<file path="src/rtl/l1mtx_out_arbiter.sv">
// Round-robin address-phase arbiter for one bus-matrix output port.
// Holds the grant across bursts and locked sequences and tracks the data-phase owner.
module l1mtx_out_arbiter #(
   parameter int unsigned NUM_IN = 4,
   parameter int unsigned PORT_W = 2
) (
   input  logic                HCLK,
   input  logic                HRESET,
   input  logic [NUM_IN-1:0]   req_sel,
   input  logic [2*NUM_IN-1:0] req_trans,
   input  logic [NUM_IN-1:0]   req_mastlock,
   input  logic                HREADYM,
   output logic [PORT_W-1:0]   addr_in_port,
   output logic                no_port,
   output logic [NUM_IN-1:0]   active,
   output logic [PORT_W-1:0]   data_in_port,
   output logic                data_valid
);

   localparam logic [1:0] ST_NOGRANT = 2'd0;
   localparam logic [1:0] ST_GRANT   = 2'd1;
   localparam logic [1:0] ST_LOCKED  = 2'd2;

   logic [1:0]        r_state;
   logic [1:0]        w_state_d;
   logic [PORT_W-1:0] r_addr_port;
   logic [PORT_W-1:0] w_addr_port_d;
   logic [PORT_W-1:0] r_last;
   logic [PORT_W-1:0] w_last_d;
   logic [PORT_W-1:0] r_data_port;
   logic              r_data_valid;

   logic              w_granted;
   logic              w_own_sel;
   logic              w_own_lock;
   logic [1:0]        w_own_trans;
   logic              w_hold;
   logic              w_found;
   logic [PORT_W-1:0] w_winner;
   logic              w_win_lock;
   int unsigned       w_best_dist;
   int unsigned       w_dist;

   assign w_granted = (r_state != ST_NOGRANT);

   // Request signals of the current address-phase owner.
   always_comb begin
      w_own_sel   = 1'b0;
      w_own_lock  = 1'b0;
      w_own_trans = 2'b00;
      for (int unsigned i = 0; i < NUM_IN; i++) begin
         if (r_addr_port == PORT_W'(i)) begin
            w_own_sel   = req_sel[i];
            w_own_lock  = req_mastlock[i];
            w_own_trans = req_trans[2*i +: 2];
         end
      end
   end

   // BUSY and SEQ both have HTRANS[0] set.
   assign w_hold = w_granted & w_own_sel & (w_own_trans[0] | w_own_lock);

   // Winner is the requester with the smallest distance past the last winner.
   always_comb begin
      w_found     = 1'b0;
      w_winner    = r_last;
      w_win_lock  = 1'b0;
      w_best_dist = NUM_IN;
      w_dist      = 0;
      for (int unsigned i = 0; i < NUM_IN; i++) begin
         w_dist = (i + NUM_IN - 1 - 32'(r_last)) % NUM_IN;
         if (req_sel[i] && (w_dist < w_best_dist)) begin
            w_best_dist = w_dist;
            w_winner    = PORT_W'(i);
            w_win_lock  = req_mastlock[i];
            w_found     = 1'b1;
         end
      end
   end

   always_comb begin
      w_addr_port_d = r_addr_port;
      w_last_d      = r_last;
      w_state_d     = r_state;
      if (w_hold) begin
         w_state_d = w_own_lock ? ST_LOCKED : ST_GRANT;
      end else if (w_found) begin
         w_addr_port_d = w_winner;
         w_last_d      = w_winner;
         w_state_d     = w_win_lock ? ST_LOCKED : ST_GRANT;
      end else begin
         w_state_d = ST_NOGRANT;
      end
   end

   always_ff @(posedge HCLK or posedge HRESET) begin
      if (HRESET) begin
         r_state      <= ST_NOGRANT;
         r_addr_port  <= '0;
         r_last       <= PORT_W'(NUM_IN - 1);
         r_data_port  <= '0;
         r_data_valid <= 1'b0;
      end else if (HREADYM) begin
         r_state      <= w_state_d;
         r_addr_port  <= w_addr_port_d;
         r_last       <= w_last_d;
         r_data_port  <= r_addr_port;
         r_data_valid <= w_granted & w_own_trans[1];
      end
   end

   assign addr_in_port = r_addr_port;
   assign no_port      = ~w_granted;
   assign data_in_port = r_data_port;
   assign data_valid   = r_data_valid;

   always_comb begin
      active = '0;
      for (int unsigned i = 0; i < NUM_IN; i++) begin
         active[i] = w_granted & (r_addr_port == PORT_W'(i));
      end
   end

endmodule
</file>
<file path="config.mk">
export PLATFORM = sky130hd
export DESIGN_NAME = l1mtx_out_arbiter
export DESIGN_NICKNAME = d
export VERILOG_FILES = /design/src/rtl/l1mtx_out_arbiter.sv
export SDC_FILE = /design/constraint.sdc
export NUM_CORES = 1
export LEC_CHECK = 0
export ABC_CLOCK_PERIOD_IN_PS = 3000
export BUFFER_PORTS_ARGS = -buffer_cell sky130_fd_sc_hd__clkbuf_2
export CAP_MARGIN = 20
export CORE_UTILIZATION = 35
export CTS_CLUSTER_DIAMETER = 60
export DETAILED_ROUTE_END_ITERATION = 6
export PLACE_DENSITY = 0.63
export SYNTH_ARGS = -nofsm -noshare
export SYNTH_HDL_FRONTEND = slang
export SYNTH_SLANG_ARGS = --single-unit
</file>
<file path="constraint.sdc">
create_clock -name HCLK -period 3 [get_ports HCLK]
set_input_delay 0.15 -clock HCLK [delete_from_list [all_inputs] [get_ports HCLK]]
set_output_delay 0.15 -clock HCLK [all_outputs]
set_load 0.05 [all_outputs]
</file>
# Yosys cells after proc, flatten, opt, wreduce, memory -nomap -nowiden

Cells that the tools add are included.

Bits in registers: 9
Bits of input ports: 19
Output and inout bits: 10

$add $sub $neg: 4
$lt $le $gt $ge: 4
Equal/unequal tests: 3
Mux-type cells: 31
Bitwise operators: 10
Reductions and logical operators: 7

Operators by type and width:

| operator                                                               | number |
|---|---|
| 2-bit by 32-bit < comparator with 1-bit output                         | 3 |
| 32-bit two-way mux                                                     | 2 |
| 2-bit two-way mux                                                      | 12 |
| 1-bit two-way mux                                                      | 16 |
| 1-bit AND                                                              | 7 |
| 2-bit equality test (second input constant)                            | 2 |
| 1-bit logical AND                                                      | 4 |
| 1-bit by 2-bit subtractor with 2-bit output (first input constant)     | 2 |
| 2-bit subtractor (first input constant)                                | 2 |
| 2-bit by 3-bit < comparator with 1-bit output (second input constant)  | 1 |
| 3-bit two-way mux                                                      | 1 |
| 3-bit AND reduction                                                    | 1 |
| 2-bit by 1-bit equality test with 1-bit output (second input constant) | 1 |
| 2-bit logical NOT                                                      | 1 |
| 1-bit inverter                                                         | 2 |
| 2-bit nonzero test                                                     | 1 |
| 1-bit OR                                                               | 1 |

# Longest topological paths before layout

Gate-level depths: netlist (run 1).

Depth in word-level cells: 16
Depth in mapped cells: 18
Mapped depth without buffers: 17

# Least setup slack after synthesis (run 1)

Ideal clock, no wire load.

Path type: register to register
Start: reg r_last[0]
End: reg r_state[0]
Arrival: 3.233 ns
Data required time: 2.874 ns
Path slack: -0.359 ns
Cell stages (with the launch flop): 18
Path buffers: 1
Clock period less this slack: 3.359 ns
Path through: dfstp_2 buf_6 xnor2_1 inv_1 ha_1 and2b_1 nor2_1 a21oi_1 ha_1 and4b_4 a22oi_1 nor2_1 a21o_1 ha_1 o221ai_2 a221oi_2 a2bb2oi_1 a221o_1

Cells in the longest elaborated chain, start to end: 16

RTL lines:

| item                                           | RTL line | source |
|---|---|---|
| start, declared                                | 28       | `logic [PORT_W-1:0] r_last;` |
| start signal, assigned                         | 100      | `r_last <= PORT_W'(NUM_IN - 1);` |
| start signal, assigned                         | 106      | `r_last <= w_last_d;` |
| 2-bit subtractor                               | 71       | `w_dist = (i + NUM_IN - 1 - 32'(r_last)) % NUM_IN;` |
| 2-bit by 3-bit < comparator with 1-bit output  | 72       | `if (req_sel[i] && (w_dist < w_best_dist)) begin` |
| 1-bit logical AND                              | 72       |  |
| 3-bit two-way mux                              | 72       |  |
| 2-bit by 32-bit < comparator with 1-bit output | 72       |  |
| 1-bit logical AND                              | 72       |  |
| 32-bit two-way mux                             | 72       |  |
| 2-bit by 32-bit < comparator with 1-bit output | 72       |  |
| 1-bit logical AND                              | 72       |  |
| 32-bit two-way mux                             | 72       |  |
| 2-bit by 32-bit < comparator with 1-bit output | 72       |  |
| 1-bit logical AND                              | 72       |  |
| 1-bit two-way mux                              | 72       |  |
| 2-bit two-way mux                              | 90       | `w_state_d = w_win_lock ? ST_LOCKED : ST_GRANT;` |
| 2-bit two-way mux *                            | 87       | `end else if (w_found) begin` |
| 2-bit two-way mux *                            | 85       | `if (w_hold) begin` |
| end signal, assigned                           | 104      | `r_state <= w_state_d;` |
| end, declared                                  | 24       | `logic [1:0] r_state;` |

Mark *: on every way between the ends. The rest lies on a longest branch, timed or not.
A chain may end at the register's enable or synchronous reset.

# Final worst setup path (run 1)

Start: reg r_last[1]
End: reg r_state[0]

Same word-level chain as after synthesis.

==> results.py, run 1 <==
metrics = {
    "floorplanning": {
        "die_w_microns": 52.7,
        "placementRows": 17,
        "die_area_sq_mm": 0.00277,
        "die_height_microns": 52.7,
        "start_util_pct": 38.7,
        "core-area_sq_mm": 0.00232,
        "ioPinCount": 29,
    },
    "timing": {
        "rsz0062_at_grt": "true",
        "worst_pin_slew_ns": 0.708,
        "setup_viol": 6,
        "final_critical_path_setup_slack_ns": -0.354,
        "fmax_mhz": 298,
        "final_hold_viol_count": 0,
        "min_period_over_period_pct": 112,
        "finalWorstPathRequiredPeriod_ns": 3.35,
        "final-max-slew-violation-count": 0,
        "setup_tns_ns": -1.63,
        "clock_skew_after_layout_ns": 0.00273,
        "slew_headroom_pct": 52.1,
    },
    "min_path": {
        "worstHoldStart": "HREADYM",
        "min_path_cells": 2,
        "min_delay_worst_endpoint": "data_valid$_DFFE_PP0P_",
        "worst_hold_path_type": "in -> reg",
    },
    "worst_setup_path": {
        "critPathMaxFanout": 3,
        "worst-r2r-cell-count": 16,
        "timing.critical_path.required_ns": 3.13,
        "reg2reg_setup_slack_ns": -0.35,
        "critPathArrivalTime_ns": 3.48,
        "worst-setup-path-type": "reg -> reg",
        "reg2reg_start": "r_last[1]$_DFFE_PP1P_",
        "worst_setup_path_start_kind": "flip-flop",
        "setup.worst_path.end_class": "flip-flop",
        "rr_endpoint": "r_state[0]$_DFFE_PP0P_",
    },
    "place": {
        "placed_cells_incl_taps": 159,
        "detailedPlacementHpwl_microns": 1650,
        "globalplace.congestion": 0.815,
        "numPortBuffers": 28,
    },
    "synthesis": {
        "synth_flop_type": "sky130_fd_sc_hd__dfrtp_1",
        "synth.avg_cell_area_sq_um": 9.07,
        "yosys_top_cell_by_area": "sky130_fd_sc_hd__dfrtp_1",
        "postSynth.asyncResetShare_pct": 100,
        "synth.lib_cells_used.distinct": 46,
        "post_synth_inst_count": 99,
        "synth.area.top_cells": "sky130_fd_sc_hd__dfrtp_1 (19%), sky130_fd_sc_hd__dfstp_2 (5.8%), sky130_fd_sc_hd__mux2_2 (5.0%), sky130_fd_sc_hd__mux4_2 (5.0%), sky130_fd_sc_hd__ha_1 (4.2%)",
        "synthesis.nets": 121,
        "proportion_of_synthesized_chip_area_in_sequential_cells_pct": 25.3,
        "synth_edf_count": 0,
        "fraction_of_post_synthesis_cell_area_in_the_top_cell_type_by_area_pct": 19.5,
        "yosysWarnings": 0,
        "ys_seq_elements": 9,
        "post_synth_instance_area_sq_um": 898,
    },
    "routing": {
        "drt-wirelength-per-cell_microns": 13.0,
        "wl_microns": 2220,
        "first_iter_violations": 16,
        "post_drt_via_cell_ratio": 5.22,
        "detail_route.first_pass.iterations": 4,
        "drc": 0,
        "antenna_violating_nets_post_route": 0,
        "via_count": 888,
    },
    "power_and_ir_drop": {
        "power_density_mw_per_mm2": 1420,
        "irDropWorstVdd_v": 0.000778,
        "leakagePower_nw": 0.615,
    },
    "grt": {
        "grt_antenna_before_repair": 0,
        "grt_pass1_wl_microns": 3580,
        "grt.overflow.total": 0,
        "global_route.usage.total_pct": 17.7,
        "grt_start_max_net_pins": 16,
        "first_global_vias": 789,
    },
    "job": {
        "max-cap-violations": 0,
    },
    "clock_network": {
        "clock_tree.buffer_depth": 2,
        "cts_root_buffer": "sky130_fd_sc_hd__clkbuf_4",
        "path_clk_slew_ns": 0.05,
        "cts_tree": "yes",
        "clk-insertion-delay-late_ns": 0.25,
        "cts.sinks": 9,
        "htree_levels": 1,
        "cts_made_buffers": 3,
    },
    "cells_and_area": {
        "share_of_layout_cells_above_drive_strength_1_pct": 52.1,
        "layout_nets": 165,
        "fillCellCount": 222,
        "register_area_sq_um": 228,
        "finalNonFillerCells": 170,
        "multi_input_area_sq_um": 697,
        "area_growth_from_synthesis_to_layout_pct": 43.6,
        "insertedDiodeCount": 0,
    },
    "status": {
        "violations": "negative setup slack",
        "run_status": "finished with violations",
    },
}
==> registers in the layout (all words and copies together) (netlist names) <==
register and flops:
addr_in_port 2, data_in_port 2, data_valid 1, r_last 2, r_state 2
==> cells in the final DEF (no fill, tap or decap), types with 2 or more instances in the layout <==
| master | instances |
|---|---|
| sky130_fd_sc_hd__o21ai_0 | 3 |
| sky130_fd_sc_hd__buf_4 | 15 |
| sky130_fd_sc_hd__mux2i_1 | 3 |
| sky130_fd_sc_hd__clkbuf_2 | 28 |
| sky130_fd_sc_hd__nor3b_1 | 2 |
| sky130_fd_sc_hd__dfrtp_1 | 7 |
| sky130_fd_sc_hd__clkbuf_4 | 3 |
| sky130_fd_sc_hd__nor3_1 | 2 |
| sky130_fd_sc_hd__mux2_4 | 3 |
| sky130_fd_sc_hd__ha_4 | 2 |
| sky130_fd_sc_hd__o22ai_1 | 2 |
| sky130_fd_sc_hd__a21oi_1 | 2 |
| sky130_fd_sc_hd__mux2_2 | 2 |
| sky130_fd_sc_hd__nand2b_1 | 2 |
| sky130_fd_sc_hd__o21ai_1 | 2 |
| sky130_fd_sc_hd__mux4_2 | 2 |
| sky130_fd_sc_hd__o21a_1 | 2 |
| sky130_fd_sc_hd__dfstp_2 | 2 |
| sky130_fd_sc_hd__nand3_1 | 2 |
| sky130_fd_sc_hd__nor2_1 | 7 |
| sky130_fd_sc_hd__a21o_1 | 2 |
| sky130_fd_sc_hd__inv_1 | 7 |
| sky130_fd_sc_hd__nand2_1 | 7 |
==> cell type report <==
type | instances | share of cell area, %
Sequential cell | 9 | 17.7
Clock buffer | 4 | 2.04
Tap cell | 28 | 2.72
Inverter | 8 | 2.33
Timing Repair Buffer | 45 | 21.2
Multi-Input combinational cell | 76 | 54.0
==> timing repair <==
item	4_1_cts	5_1_grt
hold buffers	1	0
setup endpoints to repair	6	6
gates resized for setup	7	5
endpoints found under the hold margin	7	0
setup buffers	4	2
pin swaps	9	6
==> worst max path at each step <==
stage,startpoint,to,slack [ns],depth (start not counted)
6_report,r_last[1]$_DFFE_PP1P_,r_state[0]$_DFFE_PP0P_,-0.35,16
5_1_grt,r_last[0]$_DFFE_PP1P_,r_state[0]$_DFFE_PP0P_,-0.52,16
4_1_cts,r_last[1]$_DFFE_PP1P_,r_state[0]$_DFFE_PP0P_,-0.32,16
3_5_place_dp,r_last[1]$_DFFE_PP1P_,r_state[0]$_DFFE_PP0P_,-0.40,16
3_3_place_gp,r_last[1]$_DFFE_PP1P_,r_state[0]$_DFFE_PP0P_,-0.35,16
2_1_floorplan,r_last[0]$_DFFE_PP1P_,r_state[0]$_DFFE_PP0P_,-0.24,17
==> logic make-up (layout without fill, tap and decap cells) <==
family	Yosys count	in the layout	synth area share, %
AO/OA/AOI/OAI	30	30	26.0
AND/OR/NAND/NOR	32	32	20.2
adder cells (fa/ha/maj)	3	3	4.18
flip-flops	9	9	25.3
XOR/XNOR	1	1	0.975
multiplexers	10	10	14.6
buffers and inverters	14	57	8.63
==> worst max-delay path, stage by stage (launching register included) <==
cell and delay (ns):
sky130_fd_sc_hd__dfstp_2 0.56, sky130_fd_sc_hd__xnor2_2 0.12, sky130_fd_sc_hd__inv_1 0.09, sky130_fd_sc_hd__ha_4 0.16, sky130_fd_sc_hd__and2b_1 0.20, sky130_fd_sc_hd__nor2_1 0.05, sky130_fd_sc_hd__a21oi_2 0.12, sky130_fd_sc_hd__ha_2 0.22
sky130_fd_sc_hd__and4b_4 0.21, sky130_fd_sc_hd__a22oi_2 0.20, sky130_fd_sc_hd__nor2_1 0.06, sky130_fd_sc_hd__a21o_1 0.18, sky130_fd_sc_hd__ha_4 0.28, sky130_fd_sc_hd__o221ai_4 0.11, sky130_fd_sc_hd__a221oi_2 0.26, sky130_fd_sc_hd__a2bb2oi_2 0.10
sky130_fd_sc_hd__a221o_1 0.30
==> synthesized netlist by cell type (2+ instances only) <==
cell type and n:
sky130_fd_sc_hd__nor3_1 2, sky130_fd_sc_hd__dfstp_2 2, sky130_fd_sc_hd__nor3b_1 2, sky130_fd_sc_hd__nand2_1 7, sky130_fd_sc_hd__dfrtp_1 7, sky130_fd_sc_hd__a21oi_1 4, sky130_fd_sc_hd__o21ai_1 2, sky130_fd_sc_hd__buf_2 2
sky130_fd_sc_hd__a21o_1 2, sky130_fd_sc_hd__a2bb2oi_1 2, sky130_fd_sc_hd__o21a_1 2, sky130_fd_sc_hd__ha_1 3, sky130_fd_sc_hd__mux4_2 2, sky130_fd_sc_hd__buf_6 2, sky130_fd_sc_hd__o21ai_0 4, sky130_fd_sc_hd__nand3_1 2
sky130_fd_sc_hd__o22ai_1 3, sky130_fd_sc_hd__nand2b_1 3, sky130_fd_sc_hd__mux2_2 4, sky130_fd_sc_hd__inv_1 7, sky130_fd_sc_hd__mux2i_1 3, sky130_fd_sc_hd__nor2_1 7, sky130_fd_sc_hd__buf_4 2
==> power by group <==
| part | internal, mW | leakage, nW | switching, mW | total, mW |
|---|---|---|---|---|
| sequential | 0.194 | 0.105 | 0.0974 | 0.291 |
| clock | 0.0508 | 0.0150 | 0.0351 | 0.0859 |
| combinational | 0.708 | 0.495 | 0.748 | 1.46 |
| total | 0.953 | 0.615 | 0.880 | 1.83 |
==> through the flow <==
stage	setup WS, ns	total power, mW	cell area (sq um)	hold slack, ns	util (%)
6_report	-0.354	1.83	1290	0.169	55.6
4_1_cts	-0.323	1.73	1240	0.162	53.6
5_1_grt	-0.523	1.98	1290	0.163	55.6
3_5_place_dp	-0.400	1.46	1130	0.0921	48.9
3_3_place_gp	-0.353	1.43	1130	0.100	48.9
2_1_floorplan	-0.244	1.18	932	-0.0235	-
==> per-layer routing <==
layer | vias up | global-route usage, % | routed length [microns]
li1 | 451 | - | -
met3 | 2 | 3.48 | 82
met4 | 0 | 4.39 | 27
met2 | 21 | 29.5 | 1040
met5 | - | 0 | 0
met1 | 414 | 23.2 | 1060
(Power assumes the default switching activity.)
==> inputs of run 2 (changes only) <==
- RECOVER_POWER: not set -> 100
==> run 2 against run 1 <==
Effect of this change:
- the run still ends with negative setup slack left
- setup slack is essentially flat
- first-iteration DRC count fell by 6.3%
- final cell count did not move
- via count down 0.23%
- clock power about the same
- count of clock-buffer cells in the layout unchanged
- highest routed layer unchanged
- critical path type unchanged
==> results.py, run 2 (same netlist as run 1, synthesis figures left out) <==
metrics = {
    "clock_network": {
        "cts.sinks": 9,
        "clock_tree.buffer_depth": 2,
        "htree_levels": 1,
        "cts_made_buffers": 3,
        "clk-insertion-delay-late_ns": 0.25,
        "cts_root_buffer": "sky130_fd_sc_hd__clkbuf_4",
        "cts_tree": "yes",
        "path_clk_slew_ns": 0.05,
    },
    "grt": {
        "global_route.usage.total_pct": 17.7,
        "grt_antenna_before_repair": 0,
        "grt.overflow.total": 0,
        "first_global_vias": 789,
        "grt_start_max_net_pins": 16,
        "grt_pass1_wl_microns": 3580,
    },
    "cells_and_area": {
        "layout_commonest_cell": "sky130_fd_sc_hd__clkbuf_2",
        "fillCellCount": 225,
        "most-common-layout-cells": "sky130_fd_sc_hd__clkbuf_2 (18), sky130_fd_sc_hd__buf_4 (15), sky130_fd_sc_hd__clkbuf_1 (11)",
        "layout_nets": 165,
        "fin_util_pct": 55.1,
        "share_of_layout_cells_above_drive_strength_1_pct": 45.1,
        "insertedDiodeCount": 0,
        "area_growth_from_synthesis_to_layout_pct": 42.2,
    },
    "timing": {
        "worst_pin_slew_ns": 0.708,
        "min_period_over_period_pct": 112,
        "final_critical_path_setup_slack_ns": -0.354,
        "finalWorstPathRequiredPeriod_ns": 3.35,
        "final_hold_viol_count": 0,
        "setup_viol": 6,
        "slew_headroom_pct": 52.1,
        "fmax_mhz": 298,
        "clock_skew_after_layout_ns": 0.00273,
        "rsz0062_at_grt": "true",
        "final-max-slew-violation-count": 0,
    },
    "worst_setup_path": {
        "critPathMaxFanout": 3,
        "rr_endpoint": "r_state[0]$_DFFE_PP0P_",
        "setup.worst_path.end_class": "flip-flop",
        "timing.critical_path.slowest_cell_delay_ns": 0.56,
        "worst_setup_path_start_kind": "flip-flop",
        "worst-setup-path-type": "reg -> reg",
        "cells_along_the_critical_path": "xnor2_2 > inv_1 > ha_4 > and2b_1 > nor2_1 > a21oi_2 > ha_2 > and4b_4 > a22oi_2 > nor2_1 > a21o_1 > ha_4 > o221ai_4 > a221oi_2 > a2bb2oi_2 > a221o_1",
        "worst-r2r-cell-count": 16,
        "critPathArrivalTime_ns": 3.48,
        "reg2reg_start": "r_last[1]$_DFFE_PP1P_",
        "timing.critical_path.required_ns": 3.13,
        "reg2reg_setup_slack_ns": -0.35,
        "crit_path_top_delay_cell": "sky130_fd_sc_hd__dfstp_2",
    },
    "job": {
        "max-cap-violations": 0,
    },
    "power_and_ir_drop": {
        "leakagePower_nw": 0.583,
        "fin_total_pwr_mw": 1.82,
        "power_density_mw_per_mm2": 1420,
        "irDropWorstVdd_v": 0.000741,
    },
    "routing": {
        "drt-wirelength-per-cell_microns": 13.1,
        "wl_microns": 2220,
        "first_iter_violations": 15,
        "post_drt_via_cell_ratio": 5.21,
        "detail_route.first_pass.iterations": 4,
        "drc": 0,
        "via_count": 886,
        "antenna_violating_nets_post_route": 0,
    },
    "min_path": {
        "min_delay_worst_endpoint": "data_valid$_DFFE_PP0P_",
        "worstHoldStart": "HREADYM",
        "worst_hold_path_type": "in -> reg",
        "min_path_cells": 2,
    },
    "floorplanning": {
        "die_height_microns": 52.7,
        "ioPinCount": 29,
        "placementRows": 17,
        "die_w_microns": 52.7,
        "core-area_sq_mm": 0.00232,
        "start_util_pct": 38.7,
        "die_area_sq_mm": 0.00277,
    },
    "place": {
        "numPortBuffers": 28,
        "detailedPlacementHpwl_microns": 1650,
        "globalplace.congestion": 0.815,
    },
    "status": {
        "run_status": "finished with violations",
        "violations": "negative setup slack",
    },
}
==> run 2: worst max path at each step <==
stage	from	to	slack (ns)	cells past startpoint
after global placement	r_last[1]$_DFFE_PP1P_	r_state[0]$_DFFE_PP0P_	-0.35	16
final	r_last[1]$_DFFE_PP1P_	r_state[0]$_DFFE_PP0P_	-0.35	16
after CTS	r_last[1]$_DFFE_PP1P_	r_state[0]$_DFFE_PP0P_	-0.32	16
after global routing	r_last[0]$_DFFE_PP1P_	r_state[0]$_DFFE_PP0P_	-0.52	16
after detailed placement	r_last[1]$_DFFE_PP1P_	r_state[0]$_DFFE_PP0P_	-0.40	16
after floorplan	r_last[0]$_DFFE_PP1P_	r_state[0]$_DFFE_PP0P_	-0.24	17
==> run 2: routing by layer <==
layer	GRT usage (%)	share of wire (%)	routed length, microns
met4	4.39	1.2	27
met1	23.2	47	1060
met3	3.48	4.1	91
met2	29.5	47	1050
met5	0	0	0
==> run 2: what timing repair did <==
item,CTS,global route
pin swaps,9,6
gates cloned,0,0
setup endpoints to repair,6,6
resized for setup,7,5
setup buffers,4,2
endpoints found under the hold margin,7,0
hold buffers,1,0
==> run 2: layout make-up <==
cell class | count | area [sq um] | share of cell area [%]
Inverter | 8 | 30.0 | 2.35
Clock buffer | 4 | 26.3 | 2.06
Sequential cell | 9 | 228 | 17.8
Timing Repair Buffer | 45 | 262 | 20.5
Multi-Input combinational cell | 76 | 697 | 54.6
Tap cell | 28 | 35.0 | 2.74
==> run 2: critical path: cells and delay by family (launching register included) <==
family	cells	cell delay (ns)
buffers and inverters	1	0.09
DFF	1	0.56
and+or+nand+nor	4	0.52
AOI/OAI and AO/OA	7	1.27
xor gates and xnor gates	1	0.12
adders and majority gates	3	0.66
==> run 2: metrics by stage <==
stage	std cells	hold slack (ns)	worst slack (ns)	TNS, ns	instance area, sq um
after floorplan	99	-0.0235	-0.244	-0.834	932
after global placement	159	0.100	-0.353	-1.62	1130
after detailed placement	159	0.0921	-0.400	-1.89	1130
after CTS	168	0.162	-0.323	-1.36	1240
after global routing	170	0.186	-0.523	-2.56	1280
final	170	0.194	-0.354	-1.63	1280
==> run 2: power by group <==
group          total, mW  switching, mW  internal, mW
Combinational       1.44          0.749         0.691
Clock             0.0859         0.0351        0.0508
Sequential         0.290         0.0959         0.194
Total               1.82          0.880         0.935
